--- config.mk ---
export PLATFORM = sky130hd
export DESIGN_NAME = tlb_maint_ctrl_flat
export DESIGN_NICKNAME = d
export VERILOG_FILES = /design/src/rtl/tlb_pkg.sv /design/src/rtl/tlb_maint_ctrl_if.sv /design/src/rtl/tlb_random_cnt.sv /design/src/rtl/tlb_maint_ctrl.sv /design/src/flat_wrapper.sv
export SDC_FILE = /design/constraint.sdc
export NUM_CORES = 1
export LEC_CHECK = 0
export BUFFER_PORTS_ARGS = -buffer_cell sky130_fd_sc_hd__buf_2
export CORE_MARGIN = 8
export CORE_UTILIZATION = 44
export DETAILED_ROUTE_END_ITERATION = 10
export PLACE_DENSITY_LB_ADDON = 0.05
export SLEW_MARGIN = 5
export SYNTH_ARGS = -nofsm -noshare
export SYNTH_HDL_FRONTEND = slang
export SYNTH_SLANG_ARGS = --single-unit
--- constraint.sdc ---
create_clock -name clk -period 1.5 [get_ports clk]
set_input_delay 0.15 -clock clk [delete_from_list [all_inputs] [get_ports clk]]
set_output_delay 0.15 -clock clk [all_outputs]
set_load 0.1 [all_outputs]
--- src/rtl/tlb_pkg.sv ---
// Shared TLB maintenance constants: array size, op encodings, FSM states.
// CP0 Index word helper used when a probe result is written back.
package tlb_pkg;

    localparam int TLB_NUM     = 32;
    localparam int IDX_W       = $clog2(TLB_NUM);
    localparam int INDEX_P_BIT = 31;

    localparam logic [IDX_W-1:0] RAND_MAX = IDX_W'(TLB_NUM - 1);

    typedef enum logic [1:0] {
        OP_TLBP  = 2'b00,
        OP_TLBR  = 2'b01,
        OP_TLBWI = 2'b10,
        OP_TLBWR = 2'b11
    } tlb_op_e;

    typedef enum logic [1:0] {
        ST_IDLE = 2'd0,
        ST_EXEC = 2'd1,
        ST_RESP = 2'd2
    } tlb_state_e;

    // P is set on a probe miss; the index field reads back as zero in that case.
    function automatic logic [31:0] index_word(input logic found, input logic [IDX_W-1:0] idx);
        logic [31:0] w;
        w              = '0;
        w[INDEX_P_BIT] = ~found;
        w[IDX_W-1:0]   = found ? idx : '0;
        return w;
    endfunction

endpackage

--- src/rtl/tlb_maint_ctrl_if.sv ---
// Pipeline/CP0 and TLB-array signals seen by the maintenance controller.
// master = pipeline/CP0/array side, slave = controller.
interface tlb_maint_ctrl_if;
    import tlb_pkg::*;

    logic             op_valid;
    logic [1:0]       op_type;
    logic             cancel;
    logic             op_ready;
    logic             stall_o;
    logic [IDX_W-1:0] wired_i;
    logic             wired_we;
    logic [IDX_W-1:0] random_o;
    logic             tlb_found;
    logic [IDX_W-1:0] tlb_s_index;
    logic             tlb_re;
    logic             tlb_wi;
    logic             tlb_wr;
    logic [IDX_W-1:0] tlb_w_random;
    logic             index_we;
    logic [31:0]      index_wdata;
    logic             entry_we;
    logic             refetch_o;
    logic             done_o;

    modport master (
        output op_valid, op_type, cancel, wired_i, wired_we, tlb_found, tlb_s_index,
        input  op_ready, stall_o, random_o, tlb_re, tlb_wi, tlb_wr, tlb_w_random,
               index_we, index_wdata, entry_we, refetch_o, done_o
    );

    modport slave (
        input  op_valid, op_type, cancel, wired_i, wired_we, tlb_found, tlb_s_index,
        output op_ready, stall_o, random_o, tlb_re, tlb_wi, tlb_wr, tlb_w_random,
               index_we, index_wdata, entry_we, refetch_o, done_o
    );

endinterface

--- src/rtl/tlb_random_cnt.sv ---
// CP0 Random: free-running down-counter that wraps from Wired back to TLB_NUM-1.
// Latency: 1 cycle per update. Backpressure: none, counts every cycle.
// Wired writes reload to the top; a Wired at or above the top pins it there.
module tlb_random_cnt
    import tlb_pkg::*;
(
    input  logic             clk,
    input  logic             rst,
    input  logic [IDX_W-1:0] wired,
    input  logic             wired_we,
    output logic [IDX_W-1:0] random
);

    always_ff @(posedge clk) begin
        if (rst) begin
            random <= RAND_MAX;
        end else if (wired_we || (wired >= RAND_MAX) || (random == wired)) begin
            random <= RAND_MAX;
        end else begin
            random <= random - IDX_W'(1);
        end
    end

endmodule

--- src/rtl/tlb_maint_ctrl.sv ---
// Sequences TLBP/TLBR/TLBWI/TLBWR against the TLB array and writes results to CP0.
// Latency: accept T, array strobe T+1, CP0 update/done T+2, ready again T+3.
// Backpressure: op_ready low and stall_o high while an op is in flight.
module tlb_maint_ctrl
    import tlb_pkg::*;
(
    input  logic             clk,
    input  logic             rst,
    tlb_maint_ctrl_if.slave  bus
);

    tlb_state_e       state;
    tlb_op_e          op_q;
    logic             re_q, wi_q, wr_q;
    logic             index_we_q, entry_we_q, refetch_q, done_q;
    logic [31:0]      index_wdata_q;
    logic [IDX_W-1:0] w_random_q;
    logic [IDX_W-1:0] random;
    logic             accept;
    tlb_op_e          op_in;

    assign op_in  = tlb_op_e'(bus.op_type);
    assign accept = (state == ST_IDLE) && bus.op_valid && !bus.cancel;

    tlb_random_cnt u_random (
        .clk      (clk),
        .rst      (rst),
        .wired    (bus.wired_i),
        .wired_we (bus.wired_we),
        .random   (random)
    );

    always_ff @(posedge clk) begin
        if (rst) begin
            state         <= ST_IDLE;
            op_q          <= OP_TLBP;
            re_q          <= 1'b0;
            wi_q          <= 1'b0;
            wr_q          <= 1'b0;
            index_we_q    <= 1'b0;
            entry_we_q    <= 1'b0;
            refetch_q     <= 1'b0;
            done_q        <= 1'b0;
            index_wdata_q <= '0;
            w_random_q    <= RAND_MAX;
        end else begin
            re_q       <= 1'b0;
            wi_q       <= 1'b0;
            wr_q       <= 1'b0;
            index_we_q <= 1'b0;
            entry_we_q <= 1'b0;
            refetch_q  <= 1'b0;
            done_q     <= 1'b0;
            case (state)
                ST_IDLE: begin
                    if (accept) begin
                        state      <= ST_EXEC;
                        op_q       <= op_in;
                        w_random_q <= random;
                        re_q       <= (op_in == OP_TLBR);
                        wi_q       <= (op_in == OP_TLBWI);
                        wr_q       <= (op_in == OP_TLBWR);
                    end
                end
                ST_EXEC: begin
                    state  <= ST_RESP;
                    done_q <= 1'b1;
                    case (op_q)
                        OP_TLBP: begin
                            index_we_q    <= 1'b1;
                            index_wdata_q <= index_word(bus.tlb_found, bus.tlb_s_index);
                        end
                        // Keep re asserted so the array's read outputs stay valid for CP0.
                        OP_TLBR: begin
                            re_q       <= 1'b1;
                            entry_we_q <= 1'b1;
                        end
                        OP_TLBWI, OP_TLBWR: refetch_q <= 1'b1;
                    endcase
                end
                ST_RESP: state <= ST_IDLE;
                default: state <= ST_IDLE;
            endcase
        end
    end

    // Strobes are masked during reset so an in-flight op cannot touch the array or CP0.
    assign bus.tlb_re       = re_q & ~rst;
    assign bus.tlb_wi       = wi_q & ~rst;
    assign bus.tlb_wr       = wr_q & ~rst;
    assign bus.index_we     = index_we_q & ~rst;
    assign bus.entry_we     = entry_we_q & ~rst;
    assign bus.refetch_o    = refetch_q & ~rst;
    assign bus.done_o       = done_q & ~rst;
    assign bus.index_wdata  = index_wdata_q;
    assign bus.tlb_w_random = w_random_q;
    assign bus.random_o     = random;
    assign bus.op_ready     = (state == ST_IDLE);
    assign bus.stall_o      = accept || (state != ST_IDLE);

endmodule

--- src/flat_wrapper.sv ---
// flat-port wrapper written by rule: the top's interface ports become plain ports
module tlb_maint_ctrl_flat import tlb_pkg::*;
  (clk, rst, bus_op_valid, bus_op_type, bus_cancel, bus_wired_i, bus_wired_we, bus_tlb_found, bus_tlb_s_index, bus_op_ready, bus_stall_o, bus_random_o, bus_tlb_re, bus_tlb_wi, bus_tlb_wr, bus_tlb_w_random, bus_index_we, bus_index_wdata, bus_entry_we, bus_refetch_o, bus_done_o);
  tlb_maint_ctrl_if bus_i ();
  input  logic clk;
  input  logic rst;
  input wire logic [$bits(bus_i.op_valid)-1:0] bus_op_valid;
  input wire logic [$bits(bus_i.op_type)-1:0] bus_op_type;
  input wire logic [$bits(bus_i.cancel)-1:0] bus_cancel;
  input wire logic [$bits(bus_i.wired_i)-1:0] bus_wired_i;
  input wire logic [$bits(bus_i.wired_we)-1:0] bus_wired_we;
  input wire logic [$bits(bus_i.tlb_found)-1:0] bus_tlb_found;
  input wire logic [$bits(bus_i.tlb_s_index)-1:0] bus_tlb_s_index;
  output wire logic [$bits(bus_i.op_ready)-1:0] bus_op_ready;
  output wire logic [$bits(bus_i.stall_o)-1:0] bus_stall_o;
  output wire logic [$bits(bus_i.random_o)-1:0] bus_random_o;
  output wire logic [$bits(bus_i.tlb_re)-1:0] bus_tlb_re;
  output wire logic [$bits(bus_i.tlb_wi)-1:0] bus_tlb_wi;
  output wire logic [$bits(bus_i.tlb_wr)-1:0] bus_tlb_wr;
  output wire logic [$bits(bus_i.tlb_w_random)-1:0] bus_tlb_w_random;
  output wire logic [$bits(bus_i.index_we)-1:0] bus_index_we;
  output wire logic [$bits(bus_i.index_wdata)-1:0] bus_index_wdata;
  output wire logic [$bits(bus_i.entry_we)-1:0] bus_entry_we;
  output wire logic [$bits(bus_i.refetch_o)-1:0] bus_refetch_o;
  output wire logic [$bits(bus_i.done_o)-1:0] bus_done_o;
  assign bus_i.op_valid = bus_op_valid;
  assign bus_i.op_type = bus_op_type;
  assign bus_i.cancel = bus_cancel;
  assign bus_i.wired_i = bus_wired_i;
  assign bus_i.wired_we = bus_wired_we;
  assign bus_i.tlb_found = bus_tlb_found;
  assign bus_i.tlb_s_index = bus_tlb_s_index;
  assign bus_op_ready = bus_i.op_ready;
  assign bus_stall_o = bus_i.stall_o;
  assign bus_random_o = bus_i.random_o;
  assign bus_tlb_re = bus_i.tlb_re;
  assign bus_tlb_wi = bus_i.tlb_wi;
  assign bus_tlb_wr = bus_i.tlb_wr;
  assign bus_tlb_w_random = bus_i.tlb_w_random;
  assign bus_index_we = bus_i.index_we;
  assign bus_index_wdata = bus_i.index_wdata;
  assign bus_entry_we = bus_i.entry_we;
  assign bus_refetch_o = bus_i.refetch_o;
  assign bus_done_o = bus_i.done_o;
  tlb_maint_ctrl u_core (.clk(clk), .rst(rst), .bus(bus_i));
endmodule
==> out/qor.csv <==
stage,metric,value,unit
clock_tree,"Setup Fix Bufs, Post-CTS",0,
clock_tree,"Reg clk slew, reported paths",0.15,ns
sta,Final Max Slew Viols,0,
clock_tree,TritonCTS clock tree,done,
setup_path,RR Endpoint,u_core.bus.tlb_w_random[0],
cells_and_area,# diodes,0,
synthesis,mux contribution to synthesized area,0,%
setup_path,reg2reg start,u_core.state[1],
pwr,Peak VDD IR,662,uV
min_path,Hold Startpoint,bus_op_type[0],
placement,DP Cell Count,214,
route,DR vias,1003,
placement,DP Area,0.00146,sq mm
die,core footprint,0.00276,sq mm
synthesis,area share of fa/ha/maj cells after synthesis,0.983,%
die,io pins,69,
grt,initial antenna violation count,0,
die,std cell rows,19,
die,DIE AREA,0.00487,sq mm
clock_tree,later-pin clock latency in the skew report,0.32,ns
flow_run,max cap viols,0,
route,vias per cell,4.60,
route,total wire length,2.74,mm
synthesis,part of the Yosys area used for sequential elements,42.5,%
setup_path,Crit path required time,1.72,ns
min_path,hold endpoint,u_core.wi_q,
grt,grt total ovfl,0,
clock_tree,Num Clock Sinks,27,
synthesis,Simple-Gate Fraction of Synth Area,22.4,%
clock_tree,cts bufs inserted,3,
route,DRT iter0 DRCs,23,
cells_and_area,fin nets,207,
synthesis,Async SR Flop Fraction,0,%
grt,vias in the first global route,1018,
clock_tree,clk buf depth,2,
sta,final setup vio count,0,
route,Final ANT Viol Nets,0,
setup_path,Setup crit end kind,register,
grt,gr usage total,10.7,%
synthesis,Synth area leaders,"dfxtp_1, buf_4, xnor2_1, nand2_1, nor2b_1",
route,drt drc,0,
placement,input/output buffers,42,
setup_path,WS Path Type,register to register,
die,Die H,69.8,um
setup_path,critical path peak fanout,11,
synthesis,Synth Area in XOR/XNOR,5.51,%
synthesis,average size of a mapped cell,9.02,sq um
synthesis,Most used DFF post-synth,dfxtp_1,
placement,post-detail-place hpwl,2.32,mm
route,WL per Instance,12.6,um
sta,FMAX,0.697,GHz
cells_and_area,layout filler cell count,258,
grt,first-pass GRT wire length,4.53,mm
sta,unrepaired setup endpoints after global routing,true,
run_status,outcome,"complete, no violations",
die,Initial Util,46.1,%
synthesis,synthesized flop and latch total,27,
pwr,Leakage,0.000711,uW
sta,Tmin final,1.43,ns
synthesis,largest family of logic cells by synthesized area,simple AND/OR/NAND/NOR gates,
setup_path,Worst R2R Path Depth,2,
synthesis,synth warn,0,
cells_and_area,"Core Util, Final",54.1,%
pwr,PwrDens,1110,mW/mm^2
synthesis,Post-synth EDFFs,0,
sta,final hold vios,0,
min_path,Worst Hold Path Cells,2,
min_path,Hold WC Path Type,input port to register,
cells_and_area,Area Growth Syn to Fin,17.2,%
sta,Max Clock Skew,0.00827,ns
synthesis,"top cells by count, synth","dfxtp_1, buf_4, nand2_1",
synthesis,Synth cell types,32,
cells_and_area,share of layout cells above drive strength 1,33.7,%
setup_path,CP arrival,1.65,ns
synthesis,"count leader, synth",dfxtp_1,
route,router iterations before antenna repair,2,
grt,largest net degree at the start of global routing,20,
placement,RePlAce Congestion,0.734,
cells_and_area,Final Instance Area,0.00149,sq mm
synthesis,Synth Area in Compound Gates,9.44,%
die,Die Width,69.8,um
clock_tree,CTS root buf,clkbuf_4,
synthesis,Synth area leader,dfxtp_1,
synthesis,Cells after Synth,141,
cells_and_area,fin cells,218,
synthesis,post-synth top area share,42.5,%
synthesis,cell area after synthesis,0.00127,sq mm
setup_path,R2R setup slack,0.07,ns
setup_path,type of origin of the critical path,register,
sta,post-route clock period utilization,95.6,%
clock_tree,H-tree lvl count,1,
==> cell usage in the layout (no fill, tap or decap), drive strengths merged <==
master / netlist / routed
o211ai: 5 / 5
and3b: 1 / 1
nand3b: 3 / 3
a31o: 1 / 1
nor4b: 2 / 2
a311oi: 1 / 1
nand2: 15 / 15
and2: 1 / 1
a211oi: 1 / 1
a21oi: 7 / 7
nor3: 1 / 1
nand4: 1 / 1
nand3: 5 / 5
a211o: 2 / 2
and3: 2 / 2
xnor2: 7 / 7
dfxtp: 27 / 27
inv: 5 / 5
xor2: 1 / 1
or4b: 2 / 2
nor3b: 3 / 3
nor2b: 7 / 7
ha: 1 / 1
buf: 27 / 48
conb: 1 / 26
o21ai: 1 / 1
clkinvlp: 0 / 1
nor2: 6 / 6
nor4: 1 / 1
clkbuf: 4 / 3
==> area by class of cell <==
type / instances / area, sq um / area share, %
tap: 31 / 38.8 / 2.60
clock inverter: 1 / 7.51 / 0.503
clock buffer: 3 / 22.5 / 1.51
sequential: 27 / 552 / 37.0
inverter: 5 / 18.8 / 1.26
multi-input combinational: 103 / 592 / 39.7
timing repair buffer: 48 / 260 / 17.4
==> what timing repair did <==
item | in CTS | in global routing
hold buffers | 0 | 0
pin swaps | 0 | 0
gates cloned | 0 | 0
gates resized for setup | 2 | 0
endpoints found under the setup margin | 2 | 1
==> worst max path at each step <==
stage,startpoint,endpoint,cells after the start
final,u_core.state[1],u_core.bus.tlb_w_random[0],2
after global routing,u_core.state[0],bus_op_ready,3
after CTS,u_core.state[1],u_core.bus.tlb_w_random[0],2
after detailed placement,u_core.state[1],u_core.bus.tlb_w_random[0],2
after global placement,u_core.state[1],u_core.bus.tlb_w_random[1],2
after floorplan,rst,bus_index_we,3
==> cells by family after synthesis <==
logic type,count (synthesis)
AO/OA/AOI/OAI,18
XOR/XNOR,8
adder cells (fa/ha/maj),1
buffers and inverters,36
flip-flops,27
other,1
AND/OR/NAND/NOR,50
==> registers in the layout, summed over array words and instances (netlist names), 2 cells and up <==
signal,flops
u_core.bus.index_wdata,6
u_core.state,2
u_core.u_random.random,5
u_core.bus.tlb_w_random,5
u_core.op_q,2
==> power breakdown <==
group / leakage, uW / internal (uW) / switching (uW) / total, uW
Combinational: 0.000479 / 75.3 / 512 / 587
Clock: 0.0000139 / 102 / 209 / 310
Sequential: 0.000218 / 739 / 15.0 / 754
Total: 0.000711 / 915 / 736 / 1650
==> per-layer routing <==
| metal | track usage [%] | part of all wire [%] |
|---|---|---|
| met5 | 0 | 0 |
| met4 | 2.68 | 0.51 |
| met3 | 4.01 | 7.4 |
| met2 | 19.0 | 52 |
| met1 | 11.5 | 40 |
==> stage by stage <==
step           hold slack (ns)  setup TNS (ns)  power [uW]  setup slack, ns
2_1_floorplan            0.228           -3.32        1330           -0.494
6_report                0.0327               0        1650           0.0655
5_1_grt                 0.0223         -0.0104        1720          -0.0104
4_1_cts                 0.0237               0        1670           0.0635
3_5_place_dp             0.375               0        1350           0.0900
3_3_place_gp             0.375               0        1350            0.123
==> worst max-delay path, stage by stage (launching register included) <==
cell and delay [ns]:
dfxtp_1 0.40, or4b_4 0.61, a211o_1 0.32
Note: power is estimated with default switching activity, not from simulation.
